## src/rtl/bist_pkg.sv

```systemverilog
// bist_pkg -- shared types and constants for the BIST controller
// Rev 1.0
`default_nettype none

package bist_pkg;

  typedef enum logic [1:0] {
    IDLE  = 2'd0,
    RUN   = 2'd1,
    FLUSH = 2'd2,
    DONE  = 2'd3
  } state_e;

  localparam int          SIG_W        = 16;
  // Feedback taps at bits 15, 13, 12 and 10.
  localparam logic [15:0] TAP_MASK     = 16'hB400;
  localparam logic [15:0] DEFAULT_SEED = 16'hACE1;

  function automatic int cnt_width(input int max_val);
    return (max_val < 1) ? 1 : $clog2(max_val + 1);
  endfunction

endpackage

`default_nettype wire

```

## src/rtl/bist_lfsr.sv

```systemverilog
// bist_lfsr -- 16-bit Fibonacci shift register with load, enable and parallel XOR input
// Rev 1.0
`default_nettype none

module bist_lfsr
  import bist_pkg::*;
#(
  parameter logic [SIG_W-1:0] RESET_VAL = '0
) (
  input  logic             clk,
  input  logic             rst,
  input  logic             load,
  input  logic [SIG_W-1:0] load_val,
  input  logic             en,
  input  logic [SIG_W-1:0] xor_in,
  output logic [SIG_W-1:0] q,
  output logic [SIG_W-1:0] d
);

  logic fb;

  assign fb = ^(q & TAP_MASK);

  // d is the value q takes at the next edge; exposed so callers can act on it.
  always_comb begin
    d = q;
    if (load) begin
      d = load_val;
    end else if (en) begin
      d = {q[SIG_W-2:0], fb} ^ xor_in;
    end
  end

  always_ff @(posedge clk) begin
    if (rst) begin
      q <= RESET_VAL;
    end else begin
      q <= d;
    end
  end

endmodule

`default_nettype wire

```

## src/rtl/bist_ctrl.sv

```systemverilog
// bist_ctrl -- BIST sequencer: LFSR patterns into the CUT, MISR compaction of its responses
// Rev 1.0
`default_nettype none

module bist_ctrl
  import bist_pkg::*;
#(
  parameter int          PI_W       = 4,
  parameter int          PO_W       = 2,
  parameter int          N_PATTERNS = 255,
  parameter int          CUT_LAT    = 2,
  parameter logic [15:0] SEED       = DEFAULT_SEED
) (
  input  logic            clk,
  input  logic            rst,
  input  logic            start,
  output logic [PI_W-1:0] cut_pi,
  input  logic [PO_W-1:0] cut_po,
  input  logic [15:0]     golden,
  output logic            busy,
  output logic            done,
  output logic            pass,
  output logic [15:0]     signature
);

  localparam int CNT_MAX = (N_PATTERNS > CUT_LAT) ? N_PATTERNS : CUT_LAT;
  localparam int CNT_W   = cnt_width(CNT_MAX);

  state_e             state;
  state_e             state_nxt;
  logic [CNT_W-1:0]   cnt;
  logic [CNT_W-1:0]   cnt_nxt;
  logic [CUT_LAT-1:0] vld;
  logic               start_run;
  logic               in_run;
  logic               capture;
  logic [SIG_W-1:0]   lfsr_q;
  logic [SIG_W-1:0]   lfsr_d;
  logic [SIG_W-1:0]   misr_q;
  logic [SIG_W-1:0]   misr_d;
  logic [SIG_W-1:0]   po_ext;
  logic               unused_lfsr;

  assign start_run = start && ((state == IDLE) || (state == DONE));
  assign in_run    = (state == RUN);
  assign capture   = vld[CUT_LAT-1];

  always_comb begin
    state_nxt = state;
    cnt_nxt   = cnt;
    case (state)
      IDLE, DONE: begin
        if (start) begin
          state_nxt = RUN;
          cnt_nxt   = '0;
        end
      end
      RUN: begin
        if (cnt == CNT_W'(N_PATTERNS - 1)) begin
          state_nxt = FLUSH;
          cnt_nxt   = '0;
        end else begin
          cnt_nxt = cnt + CNT_W'(1);
        end
      end
      FLUSH: begin
        if (cnt == CNT_W'(CUT_LAT - 1)) begin
          state_nxt = DONE;
          cnt_nxt   = '0;
        end else begin
          cnt_nxt = cnt + CNT_W'(1);
        end
      end
      default: begin
        state_nxt = IDLE;
        cnt_nxt   = '0;
      end
    endcase
  end

  always_ff @(posedge clk) begin
    if (rst) begin
      state <= IDLE;
      cnt   <= '0;
    end else begin
      state <= state_nxt;
      cnt   <= cnt_nxt;
    end
  end

  // One bit per RUN cycle, delayed by the CUT latency to mark response capture cycles.
  generate
    if (CUT_LAT == 1) begin : g_vld_one
      always_ff @(posedge clk) begin
        if (rst) begin
          vld <= '0;
        end else begin
          vld <= in_run;
        end
      end
    end else begin : g_vld_multi
      always_ff @(posedge clk) begin
        if (rst) begin
          vld <= '0;
        end else begin
          vld <= {vld[CUT_LAT-2:0], in_run};
        end
      end
    end
  endgenerate

  always_comb begin
    po_ext            = '0;
    po_ext[PO_W-1:0]  = cut_po;
  end

  bist_lfsr #(
    .RESET_VAL (SEED)
  ) u_pattern (
    .clk      (clk),
    .rst      (rst),
    .load     (start_run),
    .load_val (SEED),
    .en       (in_run),
    .xor_in   ('0),
    .q        (lfsr_q),
    .d        (lfsr_d)
  );

  bist_lfsr #(
    .RESET_VAL ('0)
  ) u_misr (
    .clk      (clk),
    .rst      (rst),
    .load     (start_run),
    .load_val ('0),
    .en       (capture),
    .xor_in   (po_ext),
    .q        (misr_q),
    .d        (misr_d)
  );

  assign unused_lfsr = ^{lfsr_q, lfsr_d};

  // The final MISR update lands on the same edge that enters DONE, so compare its next value.
  always_ff @(posedge clk) begin
    if (rst) begin
      pass <= 1'b0;
    end else if (start_run) begin
      pass <= 1'b0;
    end else if ((state == FLUSH) && (state_nxt == DONE)) begin
      pass <= (misr_d == golden);
    end
  end

  always_comb begin
    cut_pi = '0;
    if (state == RUN) begin
      cut_pi = lfsr_q[PI_W-1:0];
    end
  end

  assign busy      = (state == RUN) || (state == FLUSH);
  assign done      = (state == DONE);
  assign signature = misr_q;

endmodule

`default_nettype wire

```

## config.mk

```make
export PLATFORM = sky130hd
export DESIGN_NAME = bist_ctrl
export DESIGN_NICKNAME = d
export VERILOG_FILES = /design/src/rtl/bist_pkg.sv /design/src/rtl/bist_lfsr.sv /design/src/rtl/bist_ctrl.sv
export SDC_FILE = /design/constraint.sdc
export NUM_CORES = 1
export LEC_CHECK = 0
export CAP_MARGIN = 40
export CORE_ASPECT_RATIO = 1.1
export CORE_MARGIN = 8
export CORE_UTILIZATION = 48
export CTS_BUF_LIST = sky130_fd_sc_hd__clkbuf_2
export DETAILED_ROUTE_END_ITERATION = 7
export PLACE_DENSITY = 0.82
export SKIP_LAST_GASP = 1
export SYNTH_ARGS = -nofsm -noshare
export SYNTH_HDL_FRONTEND = slang
export SYNTH_SLANG_ARGS = --single-unit
```

## constraint.sdc

```tcl
create_clock -name clk -period 2.1 [get_ports clk]
set_clock_uncertainty 0.15 [all_clocks]
set_input_delay 0.525 -clock clk [delete_from_list [all_inputs] [get_ports clk]]
set_output_delay 0.525 -clock clk [all_outputs]
set_load 0.05 [all_outputs]
```

==> results.sh, run 1 <==
export IMPL_status="finished, violations left"
export IMPL_failed_checks="negative setup slack"
export IMPL_grt_pass1_vias=2047
export IMPL_antenna_found_initial=0
export IMPL_fin_nets=345
export IMPL_post_route_period_util_pct=100
export IMPL_cts_tree="done"
export IMPL_hpwl_um=3820
export IMPL_rows=26
export IMPL_grt_max_degree=21
export IMPL_seq_power_share_pct=55.4
export IMPL_rsz0062_at_grt="true"
export IMPL_whs_ps=326
export IMPL_r2r_start="cnt[1]$_SDFFE_PP0P_"
export IMPL_synthToLayoutAreaGrowth_pct=38.8
export IMPL_crit_end="cnt[2]$_SDFFE_PP0P_"
export IMPL_synth_fp_nets=283
export IMPL_clock_latency_ps=420
export IMPL_p_clk_share_pct=23.6
export IMPL_numPortBuffers=43
export IMPL_syn_inst=255
export IMPL_r2r_end="cnt[2]$_SDFFE_PP0P_"
export IMPL_finalHoldViolCount=0
export IMPL_drt_iter0_drc=112
export IMPL_utilization_pct=67.6
export IMPL_gp_congestion=0.905
export IMPL_cts_buffer_depth=2
export IMPL_setup_slack_ps=-8.39
export IMPL_drive_gt1_share_pct=26.7
export IMPL_grt_use_total_pct=15.6
export IMPL_initial_utilization_pct=48.7
export IMPL_numCtsBuffers=5
export IMPL_num_antenna_cells=0
export IMPL_cp_max_fo=6
export IMPL_cts_htree_levels=2
export IMPL_worst_slew_pin_slew_ps=441
export IMPL_r2r_slack_ps=-8
export IMPL_ant_nets=0
export IMPL_ys_ff_latch=45
export IMPL_maxSlewHeadroom_pct=70.5
export IMPL_p_leak_uw=0.00122
export IMPL_core_um2=4550
export IMPL_p_sw_share_pct=29.4
export IMPL_syn_area_um2=2220
export IMPL_preCtsSetupSlack_ps=-223
export IMPL_cp_start_kind="flop"
export IMPL_startpoint="cnt[1]$_SDFFE_PP0P_"
export IMPL_setup_violations=3
export IMPL_min_period_ps=2110
export IMPL_maxSlewViolCount=0
export IMPL_vdd_drop_max_v=0.000299
export IMPL_critPathKind="flop to flop"
export IMPL_ff2ff_path_depth=7
export IMPL_design_area_um2=3080
export IMPL_clk_pin_slew_ps=240
export IMPL_p_switching_uw=469
export IMPL_comb_power_share_pct=21.0
export IMPL_yosysSeqAreaShare_pct=40.6
export IMPL_p_per_area_nw_per_um2=519
export IMPL_ys_types=37
export IMPL_p_int_uw=1130
export IMPL_fill_cells=365
export IMPL_fp_dieH_um=87.3
export IMPL_place_area_um2=2840
export IMPL_grt_ovfl_total=0
export IMPL_synth_avg_cell_area_um2=8.70
export IMPL_drc_errors=0
export IMPL_die_w_um=80.8
export IMPL_cts_sinks=45
export IMPL_end_kind="flop"
export IMPL_via_per_inst=5.38
export IMPL_firstDrtPassIters=4
export IMPL_crit_arrival_ps=2290
export IMPL_max_freq_mhz=474
export IMPL_pin_count=44
export IMPL_hold_path_class="flop to flop"
export IMPL_yosysWarnings=0
export IMPL_required_ps=2280
export IMPL_grt_pass1_wl_um=8900
export IMPL_wire_per_inst_um=15.0
export IMPL_wl_um=5630
export IMPL_dieArea_um2=7060
export IMPL_via_count=2012
export IMPL_cap_violations=0
export IMPL_cts_root_buf="clkbuf_2"
## power by group through the flow
stage	logic (uW)	registers, uW	clock network (uW)
final	335	885	378
after detailed placement	296	901	0
after CTS	317	885	392
after global placement	291	900	0
after floorplan	161	902	0
after global routing	359	889	429
## cells by family (layout without fill, tap and decap cells)
| logic type | count (synthesis) | count (layout) | synth area share (%) |
|---|---|---|---|
| buffers and inverters | 18 | 80 | 3.66 |
| xor gates and xnor gates | 24 | 24 | 9.47 |
| AOI/OAI and AO/OA | 32 | 33 | 8.79 |
| DFF | 45 | 45 | 40.6 |
| muxes | 27 | 27 | 12.2 |
| and+or+nand+nor | 102 | 102 | 21.4 |
| adders and majority gates | 7 | 7 | 3.95 |
## cells in the mapped netlist
library cell	count	share of area (%)
nand3_1	7	1.6
nor2b_1	4	1.1
a21o_1	1	0.34
buf_1	1	0.17
a21oi_1	13	2.9
or4_1	1	0.34
o21a_1	1	0.34
o311a_1	1	0.45
or3_1	4	1.1
nor2_1	56	9.5
and2_1	5	1.4
o31ai_1	1	0.34
nor2_2	1	0.28
clkbuf_1	4	0.68
buf_2	5	1.1
ha_1	7	3.9
or3b_2	1	0.39
buf_6	1	0.51
mux2i_1	27	12
inv_1	7	1.2
a211o_1	2	0.79
xor2_1	19	7.5
and4_1	1	0.39
nor3_1	2	0.45
nor4_1	5	1.4
nand2_1	11	1.9
nor3b_1	1	0.34
a211oi_1	1	0.34
o41ai_2	1	0.73
nand4_1	1	0.28
o21ai_0	6	1.4
xnor2_1	5	2.0
or4b_4	1	0.62
o21ai_1	4	0.90
dfxtp_1	45	41
or2_2	1	0.28
a31oi_1	1	0.28
## worst max-delay path, cell delays in order, from the launching register on
cell     delay (ps)
dfxtp_2         380
inv_2            60
ha_4            100
or4b_4          500
o41ai_4         320
a21o_1          310
or3b_2          160
a21oi_1          50
## sequential cells by signal, indices dropped and copies added, names as in the netlist
signal / flops
cnt: 8
state: 2
pass: 1
vld: 2
u_pattern.q: 16
u_misr.q: 16
## timing repair
item                       CTS  global route
cloned                       1             0
resized for setup           17            21
buffers inserted             5             3
pin swaps                    4             7
setup endpoints to repair   13            15
hold buffers                 0             0
## per-stage QoR
step	std cells	total power [uW]	TNS, ps
after floorplan	255	1060	0
after global placement	359	1190	-209
after detailed placement	359	1200	-409
after CTS	372	1590	-306
after global routing	374	1680	-693
final	374	1600	-10.3
## cell usage in the layout, fill, tap and decap left out, types with 2 or more instances in the layout
| cell type | instances |
|---|---|
| clkdlybuf4s50_1 | 20 |
| a211o_1 | 2 |
| nor2b_1 | 4 |
| nor3_1 | 2 |
| xnor2_1 | 5 |
| ha_1 | 3 |
| dfxtp_2 | 3 |
| nand2_1 | 11 |
| o21ai_1 | 4 |
| o21ai_0 | 5 |
| nor4_1 | 3 |
| buf_4 | 35 |
| inv_2 | 3 |
| nand3_1 | 7 |
| or3_1 | 4 |
| dfxtp_1 | 41 |
| mux2i_1 | 27 |
| nor2_1 | 54 |
| ha_4 | 4 |
| nor2_2 | 3 |
| and2_4 | 5 |
| buf_12 | 9 |
| clkbuf_2 | 5 |
| xor2_1 | 19 |
| a21oi_2 | 2 |
| a21oi_1 | 11 |
| inv_1 | 3 |
## how the worst min path moves through the flow
stage	slack (ps)	cells past startpoint	to	start
2_1_floorplan	260	1	vld[1]$_SDFF_PP0_	vld[0]$_SDFF_PP0_
3_3_place_gp	300	1	vld[1]$_SDFF_PP0_	vld[0]$_SDFF_PP0_
3_5_place_dp	280	1	vld[1]$_SDFF_PP0_	vld[0]$_SDFF_PP0_
4_1_cts	330	1	vld[1]$_SDFF_PP0_	vld[0]$_SDFF_PP0_
5_1_grt	350	1	vld[1]$_SDFF_PP0_	vld[0]$_SDFF_PP0_
6_report	330	1	vld[1]$_SDFF_PP0_	vld[0]$_SDFF_PP0_
## layout make-up
type | count | area, um^2 | area share (%)
clock buffer | 5 | 25.0 | 0.812
clock inverter | 3 | 21.3 | 0.690
inverter | 7 | 28.8 | 0.934
multi-input combinational | 193 | 1370 | 44.6
sequential | 45 | 908 | 29.5
tap | 56 | 70.1 | 2.27
timing repair buffer | 65 | 654 | 21.2
## layer usage
metal  track usage (%)  vias up  wire length (um)
met1              18.2      968              2370
met2              25.5       50              2810
li1                  -      985                 -
met3              5.58        9               328
met5                 0        -                 0
met4              5.53        0               112
Note: power is estimated with default switching activity, not from simulation.
==> run 2, diff against run 1 <==
CORE_UTILIZATION = 53   (was 48)
PLACE_DENSITY = 0.86   (was 0.82)
SETUP_SLACK_MARGIN = 0.05   (was unset)
clock period = 2.4 ns   (was 2.1 ns; I/O delays follow)
==> run 2 against run 1 <==
The run now ends clean. Combinational power down 27%. Sequential power is 13% lower. Clock power is 9.3% lower. Final cell count fell by 4.3%. Sequential share of layout area is 2.3 points higher. Highest routed layer unchanged.
==> results.sh, run 2 (synthesis results as in run 1) <==
export IMPL_stdcell_count=358
export IMPL_synthToLayoutAreaGrowth_pct=28.0
export IMPL_required_ps=1650
export IMPL_pin_count=44
export IMPL_max_freq_mhz=435
export IMPL_end_kind="output port"
export IMPL_drive_gt1_share_pct=11.4
export IMPL_r2r_end="cnt[3]$_SDFFE_PP0P_"
export IMPL_hold_path_startpoint="vld[0]$_SDFF_PP0_"
export IMPL_grt_pass1_wl_um=8340
export IMPL_clk_pin_slew_ps=230
export IMPL_grt_ovfl_total=0
export IMPL_clock_latency_ps=450
export IMPL_cp_start_kind="flop"
export IMPL_dp_cells=350
export IMPL_cp_max_fo=8
export IMPL_r2r_start="cnt[1]$_SDFFE_PP0P_"
export IMPL_status="finished, final reports clean"
export IMPL_critPathKind="flop to output port"
export IMPL_worst_slew_pin_slew_ps=537
export IMPL_num_antenna_cells=0
export IMPL_rows=24
export IMPL_min_to="vld[1]$_SDFF_PP0_"
export IMPL_fp_dieH_um=83.9
export IMPL_via_per_inst=5.29
export IMPL_p_leak_uw=0.00118
export IMPL_worstHoldPathCells=1
export IMPL_maxSlewHeadroom_pct=64.3
export IMPL_finalHoldViolCount=0
export IMPL_cap_violations=0
export IMPL_cts_sinks=45
export IMPL_wire_per_inst_um=13.9
export IMPL_dieArea_um2=6520
export IMPL_layout_common_cells="nor2_1, dfxtp_1, mux2i_1, clkdlybuf4s50_1, xor2_1"
export IMPL_rsz0062_at_grt="true"
export IMPL_critPathSlowestCell="dfxtp_1"
export IMPL_tns_ps=0
export IMPL_setup_slack_ps=99.1
export IMPL_firstDrtPassIters=4
export IMPL_drt_iter0_drc=84
export IMPL_gp_congestion=0.877
export IMPL_wl_um=4960
export IMPL_fin_nets=333
export IMPL_r2r_slack_ps=260
export IMPL_vdd_drop_max_v=0.000367
export IMPL_hold_path_class="flop to flop"
export IMPL_final_common_cell="nor2_1"
export IMPL_numPortBuffers=43
export IMPL_cts_root_buf="clkbuf_2"
export IMPL_crit_family="flip-flops"
export IMPL_hpwl_um=3810
export IMPL_min_period_ps=2300
export IMPL_cpPeakStageDelay_ps=380
export IMPL_worst_path_buf_inv=2
export IMPL_cts_htree_levels=2
export IMPL_ant_nets=0
export IMPL_post_route_period_util_pct=95.9
export IMPL_maxSlewViolCount=0
export IMPL_core_um2=3990
export IMPL_reg_top3="u_misr.q (16), u_pattern.q (16), cnt (8)"
export IMPL_ff2ff_path_depth=8
export IMPL_post_layout_total_power_uw=1360
export IMPL_p_per_area_nw_per_um2=479
export IMPL_numCtsBuffers=5
export IMPL_antenna_found_initial=0
export IMPL_crit_chain="buf_4 > ha_2 > and2_1 > buf_12"
export IMPL_preCtsSetupSlack_ps=-330
export IMPL_cts_buffer_depth=2
export IMPL_grt_pass1_vias=1873
export IMPL_drc_errors=0
export IMPL_cts_tree="done"
export IMPL_grt_max_degree=21
export IMPL_utilization_pct=71.1
export IMPL_initial_utilization_pct=55.6
export IMPL_grt_use_total_pct=15.5
export IMPL_via_count=1894
export IMPL_crit_arrival_ps=1550
export IMPL_post_cts_setup_buffer_count=0
export IMPL_setup_violations=0
export IMPL_die_w_um=77.7
run 2: cell types whose count changed in the layout (fill, tap and decap cells not counted), sizes merged:
| cell | before | now |
|---|---|---|
| dlygate4sd2 | 0 | 16 |
| buf | 45 | 17 |
| clkdlybuf4s15 | 0 | 1 |
| a21o | 2 | 1 |
run 2: area by class of cell:
cell class                      instances  area [um^2]
Multi-Input combinational cell        192         1240
Timing Repair Buffer                   54          553
Clock inverter                          3         25.0
Tap cell                               52         65.1
Fill cell                             295         1150
Sequential cell                        45          902
Clock buffer                            5         25.0
Inverter                                7         26.3
run 2: what timing repair did:
item	in CTS	in global routing
pin swaps	0	1
cloned	0	0
hold buffers	0	0
gates resized for setup	20	4
setup endpoints to repair	22	7
run 2: metrics by stage:
| step | hold slack, ps | instance area, um^2 |
|---|---|---|
| 2_1_floorplan | 264 | 2220 |
| 3_3_place_gp | 270 | 2800 |
| 3_5_place_dp | 286 | 2800 |
| 4_1_cts | 318 | 2840 |
| 5_1_grt | 324 | 2840 |
| 6_report | 314 | 2840 |
run 2: worst max-delay path by stage:
| stage | from | end | cells past startpoint |
|---|---|---|---|
| final | state[0]$_SDFF_PP0_ | cut_pi[3] | 4 |
| after global routing | state[1]$_SDFF_PP0_ | cut_pi[0] | 4 |
| after detailed placement | start | pass$_SDFFE_PP0P_ | 7 |
| after global placement | start | pass$_SDFFE_PP0P_ | 7 |
| after floorplan | state[0]$_SDFF_PP0_ | pass$_SDFFE_PP0P_ | 9 |
| after CTS | state[0]$_SDFF_PP0_ | busy | 4 |
run 2: power by group:
part / switching (uW) / leakage (uW) / total [uW] / internal (uW)
combinational: 125 / 0.000785 / 245 / 120
sequential: 8.56 / 0.000365 / 774 / 765
clock: 266 / 0.0000296 / 343 / 77.3
total: 400 / 0.00118 / 1360 / 962
run 2: metal layers:
metal	track usage [%]	part of all wire, %
met5	0	0
met1	18.0	44
met3	5.06	6.0
met2	24.8	48
met4	7.90	2.2
run 2: worst register-to-register path: stages (launching register included):
cell and delay [ps]:
dfxtp_1 370, inv_1 50, ha_1 120, or4b_4 460
o41ai_2 240, a21o_1 370, nor2b_1 80, o21ai_0 140
a21oi_1 80
==> run 3, diff against run 2 <==
TNS_END_PERCENT = 50   (was unset)
==> run 3 against run 2 <==
The run now ends with negative setup slack left. Critical path type unchanged. Utilization rose by 0.66 points. Combinational power barely moved. Worst hold slack got worse by 0.54 ps. Die area did not move. Via count rose by 0.26%. Wire length rose by 1.1%. Critical path depth fell by 3. Power rose by 0.15%. Cell area rose by 0.92%.
==> results.sh, run 3 (synthesis results as in run 1) <==
export IMPL_status="finished, violations left"
export IMPL_failed_checks="negative setup slack"
export IMPL_antenna_found_initial=0
export IMPL_cts_hold_buf=0
export IMPL_layout_common_cells="nor2_1, dfxtp_1, mux2i_1, clkdlybuf4s50_1, xor2_1"
export IMPL_numCtsBuffers=5
export IMPL_rsz0062_at_grt="true"
export IMPL_fin_nets=333
export IMPL_initial_utilization_pct=55.6
export IMPL_grt_busiest_layer="met2"
export IMPL_via_count=1899
export IMPL_fill_cells=288
export IMPL_ant_nets=0
export IMPL_via_per_inst=5.30
export IMPL_required_ps=1650
export IMPL_hold_path_startpoint="vld[0]$_SDFF_PP0_"
export IMPL_grt_use_total_pct=15.6
export IMPL_design_area_um2=2870
export IMPL_hold_path_class="flop to flop"
export IMPL_clock_latency_ps=440
export IMPL_met2_usage_pct=24.8
export IMPL_synthToLayoutAreaGrowth_pct=29.2
export IMPL_pin_count=44
export IMPL_hpwl_um=3810
export IMPL_vdd_drop_max_v=0.000367
export IMPL_gp_congestion=0.877
export IMPL_post_route_period_util_pct=102
export IMPL_numPortBuffers=43
export IMPL_grt_pass1_vias=1875
export IMPL_fp_dieH_um=83.9
export IMPL_crit_arrival_ps=1690
export IMPL_final_common_cell="nor2_1"
export IMPL_min_to="vld[1]$_SDFF_PP0_"
export IMPL_firstDrtPassIters=4
export IMPL_wl_um=5020
export IMPL_critPathKind="flop to output port"
export IMPL_setup_slack_ps=-38.2
export IMPL_grt_pass1_wl_um=8360
export IMPL_finalHoldViolCount=0
export IMPL_end_kind="output port"
export IMPL_dp_cells=350
export IMPL_r2r_end="cnt[3]$_SDFFE_PP0P_"
export IMPL_cap_violations=0
export IMPL_grt_max_degree=21
export IMPL_drive_gt1_share_pct=12.1
export IMPL_crit_family="buffers and inverters"
export IMPL_dieArea_um2=6520
export IMPL_min_period_ps=2440
export IMPL_num_antenna_cells=0
export IMPL_maxSlewHeadroom_pct=63.9
export IMPL_post_layout_total_power_uw=1360
export IMPL_setup_violations=3
export IMPL_worst_path_buf_inv=1
export IMPL_cpPeakStageDelay_ps=820
export IMPL_p_leak_uw=0.00121
export IMPL_maxSlewViolCount=0
export IMPL_grt_util_met1_pct=18.1
export IMPL_r2r_slack_ps=260
export IMPL_cts_tree="done"
export IMPL_grt_ovfl_total=0
export IMPL_stdcell_count=358
export IMPL_die_w_um=77.7
export IMPL_crit_chain="clkdlybuf4s50_1"
export IMPL_ff2ff_path_depth=8
export IMPL_reg_top3="u_misr.q (16), u_pattern.q (16), cnt (8)"
export IMPL_critPathSlowestCell="clkdlybuf4s50_1"
export IMPL_grt_use_met3_pct=5.06
export IMPL_drc_errors=0
export IMPL_cts_sinks=45
export IMPL_wire_per_inst_um=14.0
export IMPL_clk_pin_slew_ps=240
export IMPL_worst_slew_pin_slew_ps=541
export IMPL_r2r_start="cnt[1]$_SDFFE_PP0P_"
export IMPL_cts_root_buf="clkbuf_2"
export IMPL_rows=24
export IMPL_cts_htree_levels=2
export IMPL_worstHoldPathCells=1
export IMPL_cp_start_kind="flop"
export IMPL_p_per_area_nw_per_um2=476
export IMPL_cts_buffer_depth=2
export IMPL_drt_iter0_drc=90
export IMPL_max_freq_mhz=410
export IMPL_core_um2=3990
export IMPL_place_area_um2=2800
export IMPL_cp_max_fo=3
## run 3: routing by layer
layer,up-vias,routed length [um]
met1,871,2230
met4,0,109
met3,11,258
li1,965,-
met2,52,2420
met5,-,0
## run 3: stage by stage
step,TNS (ps),hold WS [ps],setup WS [ps],util [%]
2_1_floorplan,0,264,307,-
3_3_place_gp,-263,270,-230,70.2
3_5_place_dp,-1060,286,-330,70.2
4_1_cts,-190,318,-32.5,71.1
5_1_grt,-317,324,-99.1,71.8
6_report,-77.5,314,-38.2,71.8
## run 3: layout make-up
class | instances | area, um^2 | share of cell area (%)
repair buffers | 54 | 568 | 19.8
clock buffers | 5 | 25.0 | 0.873
flip-flops and latches | 45 | 902 | 31.5
multi-input cells | 192 | 1260 | 43.8
clock inverters | 3 | 25.0 | 0.873
well taps | 52 | 65.1 | 2.27
inverters | 7 | 26.3 | 0.916
## run 3: worst max-delay path by stage
stage,start,end,depth (start not counted)
finish,u_misr.q[6]$_SDFF_PP0_,signature[6],1
global route,u_misr.q[6]$_SDFF_PP0_,signature[6],1
CTS,u_misr.q[3]$_SDFF_PP0_,signature[3],1
detailed placement,start,pass$_SDFFE_PP0P_,7
global placement,start,pass$_SDFFE_PP0P_,7
floorplan,state[0]$_SDFF_PP0_,pass$_SDFFE_PP0P_,9
## run 3: repair_timing
| item | 4_1_cts | 5_1_grt |
|---|---|---|
| pin swaps | 0 | 2 |
| setup endpoints to repair | 22 | 14 |
| setup buffers | 0 | 0 |
| resized for setup | 11 | 10 |
## run 3: power by group
part	total, uW	internal (uW)	switching, uW
Combinational	248	122	126
Clock	343	77.3	265
Sequential	774	765	8.65
